--- src/rtl/lane_collision_detector.sv ---
// Collision detector for the lane/hit interface: compares every lane's pixel row
// against the frog position and latches a collision into hit/game_over.
module lane_collision_detector #(
    parameter int NUM_LANES      = 4,
    parameter int COLS           = 16,
    parameter int GRACE_CYCLES   = 3,
    parameter int CONFIRM_CYCLES = 2,
    localparam int COL_W         = (COLS > 1) ? $clog2(COLS) : 1,
    localparam int LANE_W        = (NUM_LANES > 1) ? $clog2(NUM_LANES) : 1
) (
    input  logic                       clk,
    input  logic                       reset,
    input  logic                       enable,
    input  logic [NUM_LANES*COLS-1:0]  lane_pixels,
    input  logic [NUM_LANES-1:0]       frog_lane,
    input  logic [COL_W-1:0]           frog_col,
    output logic [NUM_LANES-1:0]       hit,
    output logic                       game_over,
    output logic [LANE_W-1:0]          hit_lane
);

    localparam int GW = (GRACE_CYCLES > 1) ? $clog2(GRACE_CYCLES) : 1;
    localparam int CW = (CONFIRM_CYCLES > 1) ? $clog2(CONFIRM_CYCLES) : 1;
    localparam logic [GW-1:0] GRACE_LAST   = GW'(GRACE_CYCLES - 1);
    localparam logic [CW-1:0] CONFIRM_LAST = CW'(CONFIRM_CYCLES - 1);

    typedef enum logic [1:0] {
        ARMING  = 2'd0,
        WATCH   = 2'd1,
        CONFIRM = 2'd2,
        DEAD    = 2'd3
    } state_t;

    state_t                state_q, state_d;
    logic [GW-1:0]         grace_q, grace_d;
    logic [CW-1:0]         confirm_q, confirm_d;
    logic [NUM_LANES-1:0]  hit_q, hit_d;
    logic                  game_over_q, game_over_d;
    logic [LANE_W-1:0]     hit_lane_q, hit_lane_d;
    logic [NUM_LANES-1:0]  prev_lane_q, prev_lane_d;
    logic [COL_W-1:0]      prev_col_q, prev_col_d;

    logic                  onehot_s;
    logic                  col_ok_s;
    logic                  overlap_s;
    logic                  moved_s;
    logic                  go_dead_s;
    logic [LANE_W-1:0]     lane_idx_s;
    logic [COLS-1:0]       row_s;

    // Overlap and movement detection for the current frog position
    always_comb begin
        lane_idx_s = '0;
        row_s      = '0;
        onehot_s   = (frog_lane != '0) &&
                     ((frog_lane & (frog_lane - NUM_LANES'(1))) == '0);
        col_ok_s   = (int'(frog_col) < COLS);
        for (int i = 0; i < NUM_LANES; i++) begin
            if (frog_lane[i]) begin
                lane_idx_s = LANE_W'(i);
                row_s      = lane_pixels[i*COLS +: COLS];
            end else begin
                lane_idx_s = lane_idx_s;
            end
        end
        overlap_s = onehot_s && col_ok_s && row_s[frog_col];
        moved_s   = (frog_lane != prev_lane_q) || (frog_col != prev_col_q);
    end

    // Next-state logic; moved always wins over overlap, DEAD only leaves via reset
    always_comb begin
        state_d     = state_q;
        grace_d     = grace_q;
        confirm_d   = confirm_q;
        hit_d       = hit_q;
        game_over_d = game_over_q;
        hit_lane_d  = hit_lane_q;
        prev_lane_d = prev_lane_q;
        prev_col_d  = prev_col_q;
        go_dead_s   = 1'b0;
        if (enable) begin
            prev_lane_d = frog_lane;
            prev_col_d  = frog_col;
            case (state_q)
                ARMING: begin
                    if (moved_s) begin
                        grace_d = '0;
                    end else if (grace_q == GRACE_LAST) begin
                        state_d = WATCH;
                    end else begin
                        grace_d = grace_q + GW'(1);
                    end
                end
                WATCH: begin
                    if (moved_s) begin
                        state_d = ARMING;
                        grace_d = '0;
                    end else if (overlap_s && (CONFIRM_CYCLES == 1)) begin
                        go_dead_s = 1'b1;
                    end else if (overlap_s) begin
                        state_d   = CONFIRM;
                        confirm_d = CW'(1);
                    end else begin
                        state_d = WATCH;
                    end
                end
                CONFIRM: begin
                    if (moved_s) begin
                        state_d   = ARMING;
                        grace_d   = '0;
                        confirm_d = '0;
                    end else if (!overlap_s) begin
                        state_d = WATCH;
                    end else if (confirm_q == CONFIRM_LAST) begin
                        go_dead_s = 1'b1;
                    end else begin
                        confirm_d = confirm_q + CW'(1);
                    end
                end
                DEAD: begin
                    state_d = DEAD;
                end
                default: begin
                    state_d = ARMING;
                end
            endcase
            if (go_dead_s) begin
                state_d     = DEAD;
                hit_d       = '1;
                game_over_d = 1'b1;
                hit_lane_d  = lane_idx_s;
            end else begin
                hit_d = hit_d;
            end
        end else begin
            state_d = state_q;
        end
    end

    // State, counter and output registers
    always_ff @(posedge clk or posedge reset) begin
        if (reset) begin
            state_q     <= ARMING;
            grace_q     <= '0;
            confirm_q   <= '0;
            hit_q       <= '0;
            game_over_q <= 1'b0;
            hit_lane_q  <= '0;
            prev_lane_q <= '0;
            prev_col_q  <= '0;
        end else begin
            state_q     <= state_d;
            grace_q     <= grace_d;
            confirm_q   <= confirm_d;
            hit_q       <= hit_d;
            game_over_q <= game_over_d;
            hit_lane_q  <= hit_lane_d;
            prev_lane_q <= prev_lane_d;
            prev_col_q  <= prev_col_d;
        end
    end

    assign hit       = hit_q;
    assign game_over = game_over_q;
    assign hit_lane  = hit_lane_q;

endmodule

--- config.mk ---
export PLATFORM = sky130hd
export DESIGN_NAME = lane_collision_detector
export DESIGN_NICKNAME = d
export VERILOG_FILES = /design/src/rtl/lane_collision_detector.sv
export SDC_FILE = /design/constraint.sdc
export NUM_CORES = 1
export LEC_CHECK = 0
export ABC_AREA = 1
export CAP_MARGIN = 20
export CORE_AREA = 2 2 90 92
export DETAILED_ROUTE_END_ITERATION = 6
export DIE_AREA = 0 0 92 94
export PLACE_DENSITY_LB_ADDON = 0.15
export SETUP_SLACK_MARGIN = 0.5
export SLEW_MARGIN = 20
export SYNTH_ARGS = -nofsm -noshare
export SYNTH_HDL_FRONTEND = slang
export SYNTH_SLANG_ARGS = --single-unit
--- constraint.sdc ---
create_clock -name clk -period 2.1 [get_ports clk]
set_clock_uncertainty 0.1 [all_clocks]
set_input_delay 0.315 -clock clk [delete_from_list [all_inputs] [get_ports clk]]
set_output_delay 0.315 -clock clk [all_outputs]
set_load 0.03 [all_outputs]
Word-level counts from Yosys, hierarchy flattened
Index checks and enable logic that the tools add are counted.
- bits in registers: 17
- bits of input ports: 75
- output and inout bits: 7
- $add $sub $neg: 3
- $lt $le $gt $ge: 1
- equal/unequal tests: 14
- muxes and demuxes: 32
- bitwise logic cells: 1
- reduce and logical (&&, ||, !) cells: 13
- operators with widths (operator ; count):
    two-way mux 16 bit ; 4
    two-way mux 2 bit ; 12
    two-way mux 1 bit ; 12
    != test 3 bit, second input constant ; 4
    != test 4 bit ; 2
    case mux 2 bit (4 select lines) ; 1
    AND reduction 4 bit ; 2
    equality test 2 bit, second input constant ; 3
    less-than comparator 4 x 5 -> 1 bit, second input constant ; 1
    AND reduction 5 bit ; 1
    AND 4 bit ; 1
    binary-select mux 1 bit (select 4 bit) ; 1
    logical NOT 4 bit ; 1
    != test 2 bit, second input constant ; 2
    != test 4 bit, second input constant ; 1
    case mux 2 bit (2 select lines) ; 1
    nonzero test 2 bit ; 2
    nonzero test 4 bit ; 1
    subtractor 4 x 1 -> 4 bit, second input constant ; 1
    adder 2 x 1 -> 2 bit, second input constant ; 1
    equality test 2 x 1 -> 1 bit, second input constant ; 1
    logical AND 1 bit ; 2
    logical NOT 2 bit ; 1
    != test 2 x 1 -> 1 bit, second input constant ; 1
    other kinds (5) ; 5

Longest topological paths before layout
Gate-level depths: netlist (run 1).
- word-level depth: 13
- depth in mapped cells: 17

Worst setup path before layout (run 1)
No wires, ideal clock.
- path type: input port to flip-flop
- from: input frog_lane[1]
- to: register hit_lane_q[0] (netlist: hit_lane[0])
- data arrival time: 1.568 ns
- required time: 1.883 ns
- slack: 0.315 ns
- stages on the path: 16
- buffers on the path: 2
- path through: buf_6 inv_2 nor2_4 buf_6 nand2_1 nand3_1 a21oi_1 nand2_1 nand3_2 nand2_1 nand2_2 nand3_2 nor2_2 nand2_2 o21ai_1 inv_1
- word-level cells in the longest chain between the ends: 11
- elaborated cells on any way between the ends: 21
- classes of those cells: 1 x add/sub; 1 x eq/ne; 12 x mux; 1 x bitwise; 6 x reduce/logical
- RTL lines (element ; RTL line ; source):
    start: declaration ; 15 ; input logic [NUM_LANES-1:0] frog_lane,
    two-way mux 16 bit (3 in a row) ; 59 ; if (frog_lane[i]) begin
    binary-select mux 1 bit (select 4 bit) ; 66 ; overlap_s = onehot_s && col_ok_s && row_s[frog_col];
    two-way mux 1 bit (implied by the code) ; 66 ;
    logical AND 1 bit ; 66 ;
    two-way mux 1 bit ; 112 ; end else if (!overlap_s) begin
    two-way mux 1 bit ; 108 ; if (moved_s) begin
    two-way mux 1 bit ; 84 ; case (state_q)
    two-way mux 1 bit ; 81 ; if (enable) begin
    AND reduction 2 bit (no line) ; n/a ;
    end signal: assignment ; 157 ; hit_lane_q <= hit_lane_d;
    end: declaration ; 39 ; logic [LANE_W-1:0] hit_lane_q, hit_lane_d;
Several ways; a longest one is shown, not always the timed one. The select of a mux whose other input is x is not followed.
A chain may end at the register's enable or synchronous reset.

Worst setup path after layout (run 1)
- from: input frog_lane[1]
- to: register state_q[0]
- word-level cells in the longest chain between the ends: 12
- elaborated cells on any way between the ends: 26
- classes of those cells: 1 x add/sub; 4 x eq/ne; 14 x mux; 1 x bitwise; 6 x reduce/logical
- RTL lines (element ; RTL line ; source):
    two-way mux 16 bit (3 in a row) ; 59 ;
    binary-select mux 1 bit (select 4 bit) ; 66 ;
    two-way mux 1 bit (implied by the code) ; 66 ;
    logical AND 1 bit ; 66 ;
    two-way mux 1 bit ; 112 ;
    two-way mux 1 bit ; 108 ;
    two-way mux 1 bit ; 84 ;
    two-way mux 1 bit ; 81 ;
    != test 4 bit (no line) or != test 3 bit (tied branches) ; n/a ;
    AND reduction 4 bit (no line) ; n/a ;
    end signal: assignment ; 152 ; state_q <= state_d;
    end: declaration ; 34 ; state_t state_q, state_d;
Several ways; a longest one is shown, not always the timed one. The select of a mux whose other input is x is not followed.

==> flow_summary_export.csv, run 1 <==
group,metric,value,unit
clock_network,clk_pin_slew_worst_paths,0.07,ns
global_routing,grt_use_met3,0.0313,
global_routing,grt_usage,0.166,
clock_network,clock-sinks,16,
logic_synthesis,async_flop_share,1.00,
pwr,power.clock.fraction,0.194,
worst_setup_path,cp_num_buf_inv,5,
drt,dr.pass1.iters,5,
layout,area.growth.synth_to_final,82.5,%
sta,drv_slew,0,
logic_synthesis,synth-edff-count,0,
logic_synthesis,yosysWarnings,0,
pwr,p_int,0.000792,W
pwr,p_leak,1.65,nW
clock_network,cts_tree,"built",
die,row_count,32,
drt,drc_errors,0,
global_routing,grt_use_met2,0.316,
drt,first_iter_violations,103,
sta,fin_ws,0.153,ns
logic_synthesis,synthAdderAreaFrac,0.0400,
die,dieArea,8650,um^2
logic_synthesis,syn_inst,328,
placement,io_buffers,81,
min_path,hp-class,"input pin to asynchronous set/reset pin",
logic_synthesis,seq_area_frac_synth,0.213,
sta,setup-violations-final,0,
logic_synthesis,synth_top_family_by_area,"simple AND/OR/NAND/NOR gates",
drt,wl_per_cell,13.1,um
worst_setup_path,cp-end-kind,"flip-flop",
layout,antenna_cells,0,
worst_setup_path,criticalPathCategory,"input pin to flip-flop",
drt,dr_total_vias,2420,
sta,rsz0062_at_grt,"yes",
logic_synthesis,synth_most_common_cell,"nand2_1",
global_routing,grt_busiest_layer,"met2",
sta,min_period,1.95,ns
global_routing,first_global_vias,2449,
pwr,pwr-share-comb,0.510,
sta,hold_viol_final,0,
global_routing,grt.overflow.total,0,
clock_network,cts_buffers,3,
clock_network,clk_latency,0.25,ns
worst_setup_path,cp_data_arrival_time,1.99,ns
logic_synthesis,synthesis.nets,409,
layout,drive_above_1_share,0.235,
layout,nets,525,
worst_setup_path,cp_cell_sequence,"buf_6 -> buf_6 -> buf_12 -> nor2_4 -> buf_12 -> buf_6 -> nand2_2 -> nand3_2 -> a21oi_2 -> nand2_1 -> nand3_2 -> a21oi_2 -> nor2_2 -> nand4_1 -> nand2_1 -> nand2_1 -> nand2_1",
logic_synthesis,synth_common_cells,"nand2_1, inv_1, nor2_1",
logic_synthesis,ys_ff_latch,16,
drt,postRouteAntennaNets,0,
logic_synthesis,ys.flop_type,"dfrtp_1",
die,dieWidth,92,um
die,die_y,94,um
worst_setup_path,critical_path_depth,17,
logic_synthesis,synth_xor_area_frac,0,
worst_setup_path,rr_worst_depth,11,
worst_setup_path,cpMostUsedCell,"nand2_1",
worst_setup_path,critPathMaxFanout,8,
placement,dp_worst_setup_slack,-0.331,ns
sta,maxSlewHeadroom,0.553,
worst_setup_path,critical-path-top-delay-family,"simple AND/OR/NAND/NOR gates",
pwr,p_seq_frac,0.297,
worst_setup_path,cpPeakStageDelay,0.18,ns
logic_synthesis,syn-cell-area,1880,um^2
pwr,power_switching,0.000434,W
pwr,ir_drop,0.178,mV
global_routing,use_met1,0.186,
logic_synthesis,synth_compound_area_frac,0.121,
layout,n_fill_cell,787,
pwr,power.density,358,nW/um^2
global_routing,antenna_found_initial,0,
drt,viasPerCell,4.45,
logic_synthesis,synth-simple-area-share,0.450,
logic_synthesis,synth.area.mux_share,0,
logic_synthesis,netlist-cell-type-count,31,
global_routing,grt_start_max_net_pins,19,
worst_setup_path,startpoint_type,"input pin",
sta,hold_ws,0.358,ns
pwr,swShare,0.354,
clock_network,hold_buffers,0,
global_routing,grt_pass1_wl,11.4,mm
die,initial_utilization,0.247,
die,core_area,7610,um^2
logic_synthesis,synth_top_area_frac,0.228,
placement,dp_hpwl,5.15,mm
run_status,status,"complete, no violations",
clock_network,cts_max_path_buffers,2,
layout,multiInputGateArea,1320,um^2
placement,gpl.final_weighted_congestion,0.862,
clock_network,root_buffer,"clkbuf_8",
die,ios,82,
worst_setup_path,worstPathRequired,2.14,ns
job,max_cap_violations,0,
sta,worst_pin_slew,0.669,ns
clock_network,cts-htree-levels,1,
logic_synthesis,synth_top_cell_by_area,"nand2_1",
sta,fin_crit_sh,0.927,
logic_synthesis,synth_area_leaders,"nand2_1, dfrtp_1, inv_1",
sta,fmax,513,MHz
logic_synthesis,avgSynthCellArea,5.72,um^2
drt,wl,7.15,mm
layout,final-seq-area,400,um^2
worst_setup_path,crit_slowest_cell,"nor2_4",
-- per-layer routing --
| metal | part of all wire | vias up |
|---|---|---|
| met3 | 0.049 | 18 |
| met5 | 0 | - |
| met2 | 0.49 | 70 |
| met1 | 0.42 | 1081 |
| li1 | - | 1251 |
| met4 | 0.032 | 0 |
-- placed cells by master (no fill, tap or decap), drive strengths merged --
master           n
a21boi           1
a21oi           14
a31oi            1
buf             47
bufbuf           2
clkbuf           5
clkdlybuf4s15    1
clkdlybuf4s50   64
dfrtp           16
dlygate4sd2      9
dlymetal6s2s     3
ha               6
inv             51
nand2          116
nand3           30
nand3b           1
nand4            7
nor2            41
nor3             1
o2111ai          1
o21ai           20
o21bai           1
o221ai           1
o22ai            1
o31ai            1
or2              1
-- cells by family after synthesis --
family,Yosys count
compound gates,41
buf+inv,68
simple gates,197
fa+ha+maj,6
flops,16
-- through the flow --
stage / setup TNS, ns / total power [W] / instance area (um^2) / cells / util
5_1_grt: 0 / 0.00132 / 3420 / 544 / 0.450
3_3_place_gp: -2.00 / 0.000896 / 3010 / 527 / 0.395
2_1_floorplan: 0 / 0.000641 / 1910 / 328 / -
3_5_place_dp: -2.18 / 0.000895 / 3010 / 527 / 0.395
4_1_cts: 0 / 0.00121 / 3330 / 543 / 0.437
6_report: 0 / 0.00123 / 3420 / 544 / 0.450
-- power by group through the flow --
stage	Sequential (W)	Combinational, W	Clock (W)
2_1_floorplan	0.000363	0.000278	0
3_3_place_gp	0.000369	0.000527	0
3_5_place_dp	0.000370	0.000526	0
4_1_cts	0.000364	0.000601	0.000245
5_1_grt	0.000368	0.000689	0.000258
6_report	0.000364	0.000625	0.000238
-- what timing repair did --
item | in CTS | in global routing
setup endpoints to repair | 15 | 8
cloned | 4 | 0
pin swaps | 23 | 28
setup buffers | 9 | 1
gates resized for setup | 55 | 23
-- state kept, by name, summed over array words and instances (netlist names) --
signal,count
confirm_q,1
prev_col_q,4
state_q,2
hit_lane,2
grace_q,2
game_over,1
prev_lane_q,4
-- worst paths after layout --
path	from	to	slack, ns
setup / recovery	frog_lane[1]	state_q[0]$_DFFE_PP0P_	0.15
hold / removal	reset	confirm_q$_DFFE_PP0P_	0.36
setup reg to reg	prev_lane_q[0]$_DFFE_PP0P_	hit_lane[0]$_DFFE_PP0P_	0.38
hold reg to reg	grace_q[1]$_DFFE_PP0P_	grace_q[1]$_DFFE_PP0P_	0.40
max in group asynchronous	reset	prev_lane_q[3]$_DFFE_PP0P_	1.11
min in group clk	frog_col[1]	prev_col_q[1]$_DFFE_PP0P_	0.40
-- cell type report --
class                      count  share of cell area
sequential                    16               0.117
timing repair buffer         128               0.388
inverter                      51              0.0603
clock buffer                   3              0.0121
multi-input combinational    244               0.385
tap                          102              0.0373
(Power assumes the default switching activity.)
==> run 2: changes to the inputs <==
==> constraint.sdc (replaced) <==
create_clock -name clk -period 2.1 [get_ports clk]
set_clock_uncertainty 0.1 [all_clocks]
set_input_delay 0.42 -clock clk [delete_from_list [all_inputs] [get_ports clk]]
set_output_delay 0.42 -clock clk [all_outputs]
set_load 0.03 [all_outputs]
==> flow_summary_export.csv, run 2 (synthesis results as in run 1) <==
group,metric,value,unit
drt,wl_per_cell,13.4,um
sta,drv_slew,0,
sta,fmax,500,MHz
die,dieWidth,92,um
worst_setup_path,cp-end-kind,"flip-flop",
worst_setup_path,rr_worst_depth,11,
worst_setup_path,critPathLaunch,"frog_lane[1]",
drt,postRouteAntennaNets,0,
sta,worst_pin_slew,0.313,ns
sta,rsz0062_at_grt,"yes",
worst_setup_path,cpMostUsedCell,"nand2_2",
pwr,total_power,0.00131,W
worst_setup_path,rr_startpoint,"prev_lane_q[0]$_DFFE_PP0P_",
worst_setup_path,criticalPathCategory,"input pin to flip-flop",
die,die_y,94,um
worst_setup_path,critPathMaxFanout,8,
layout,final_cell_mix,"nand2_1, clkdlybuf4s50_1, inv_1, nand2_2, nor2_1",
die,dieArea,8650,um^2
drt,wl,7.38,mm
pwr,swShare,0.353,
worst_setup_path,rr_endpoint,"state_q[1]$_DFFE_PP0P_",
clock_network,root_buffer,"clkbuf_8",
placement,dp_hpwl,5.12,mm
global_routing,grt.overflow.total,0,
pwr,p_int,0.000846,W
clock_network,clk_latency,0.25,ns
sta,fin_crit_sh,0.953,
global_routing,grt_pass1_wl,11.9,mm
pwr,power_switching,0.000462,W
worst_setup_path,startpoint_type,"input pin",
sta,min_period,2.00,ns
layout,area.growth.synth_to_final,92.5,%
layout,nets,531,
clock_network,cts-htree-levels,1,
drt,dr_total_vias,2437,
pwr,power.clock.fraction,0.215,
die,ios,82,
placement,io_buffers,81,
worst_setup_path,worstPathRequired,2.15,ns
worst_setup_path,cp_data_arrival_time,2.05,ns
die,core_area,7610,um^2
die,initial_utilization,0.247,
drt,drc_errors,0,
worst_setup_path,reg2reg_slack,0.38,ns
layout,drive_above_1_share,0.347,
worst_setup_path,critical_path.endpoint,"state_q[1]$_DFFE_PP0P_",
sta,hold_ws,0.375,ns
drt,viasPerCell,4.42,
global_routing,first_global_vias,2533,
global_routing,grt_usage,0.174,
die,row_count,32,
worst_setup_path,cpPeakStageDelay,0.14,ns
global_routing,antenna_found_initial,0,
placement,gpl.final_weighted_congestion,0.806,
job,max_cap_violations,0,
clock_network,clock-sinks,16,
layout,top_regs,"prev_col_q x4, prev_lane_q x4",
pwr,power.density,362,nW/um^2
clock_network,cts_max_path_buffers,2,
clock_network,cts_tree,"built",
pwr,p_seq_frac,0.278,
drt,dr.pass1.iters,4,
worst_setup_path,cp_cell_sequence,"buf_6 -> buf_6 -> buf_6 -> nor2_4 -> buf_6 -> buf_12 -> nand2_2 -> nand3_2 -> nand2_2 -> nand2_2 -> nand2_2 -> nand3_2 -> nand3_4 -> nand2_2 -> nor2_2 -> nand4_1 -> nand2_2 -> nand2_1 -> nand2_1",
sta,hold_viol_final,0,
clock_network,clk_pin_slew_worst_paths,0.07,ns
layout,antenna_cells,0,
sta,fin_setup_tns,0,ns
run_status,status,"complete, no violations",
worst_setup_path,crit_slowest_cell,"nor2_4",
min_path,hp-class,"input pin to asynchronous set/reset pin",
layout,final_common_cell,"nand2_1",
sta,maxSlewHeadroom,0.792,
pwr,pwr-share-comb,0.507,
global_routing,grt_start_max_net_pins,21,
layout,final_util,0.475,
drt,first_iter_violations,57,
sta,setup-violations-final,0,
pwr,ir_drop,0.226,mV
clock_network,cts_buffers,3,
pwr,p_leak,1.74,nW
## run 2: cell count changes in the layout (fill, tap and decap cells not counted), sizes merged
cell           delta
buf               +8
bufbuf            -2
clkbuf            +8
clkdlybuf4s15     +1
clkdlybuf4s50     -7
clkinv            +2
dlymetal6s2s      -1
inv               -2
## run 2: through the flow
step / setup slack, ns / cell area [um^2] / cells
final: 0.0982 / 3610 / 551
after global routing: -0.0104 / 3610 / 551
after CTS: 0.132 / 3410 / 545
after detailed placement: -0.459 / 2990 / 526
after global placement: -0.424 / 2990 / 526
after floorplan: 0.239 / 1910 / 328
## run 2: what timing repair did
item,in CTS,in global routing
resized for setup,98,64
hold buffers,0,0
setup endpoints to repair,15,13
gates cloned,4,1
setup buffers,11,5
pin swaps,48,47
## run 2: how the worst min path moves through the flow
stage / slack (ns) / depth (start not counted) / from / end
finish: 0.38 / 3 / reset / confirm_q$_DFFE_PP0P_
detailed placement: 0.40 / 2 / grace_q[1]$_DFFE_PP0P_ / grace_q[1]$_DFFE_PP0P_
floorplan: 0.23 / 1 / reset / confirm_q$_DFFE_PP0P_
global route: 0.40 / 3 / reset / confirm_q$_DFFE_PP0P_
global placement: 0.38 / 2 / grace_q[1]$_DFFE_PP0P_ / grace_q[1]$_DFFE_PP0P_
CTS: 0.38 / 3 / reset / prev_lane_q[3]$_DFFE_PP0P_
## run 2: worst max-delay path: cells and delay by family
kind                   cells  cell delay (ns)
buffers and inverters      5             0.57
and+or+nand+nor           14             1.06
## run 2: metal layers
metal / global-route usage / vias to the layer above / share of wire
met5: 0 / - / 0
met4: 0.0348 / 0 / 0.012
met3: 0.0305 / 8 / 0.044
met2: 0.330 / 55 / 0.51
met1: 0.204 / 1112 / 0.43
li1: - / 1262 / -
## run 2: power by group through the flow
stage	logic, W	clock network [W]	registers [W]
6_report	0.000662	0.000281	0.000364
5_1_grt	0.000734	0.000308	0.000369
4_1_cts	0.000614	0.000297	0.000364
3_5_place_dp	0.000522	0	0.000369
3_3_place_gp	0.000519	0	0.000368
2_1_floorplan	0.000278	0	0.000363
## run 2: final cells by class
cell class              count  area (um^2)
clock buffers               4         55.1
fillers                   793         4000
inverters                  51          209
multi-input cells         244         1460
flip-flops and latches     16          400
well taps                 102          128
repair buffers            134         1360
==> run 3: changes to the inputs <==
- CAP_MARGIN: 20 -> 15
==> results of run 3 <==
Final layout, timing and power as in run 2 (identical DEF).
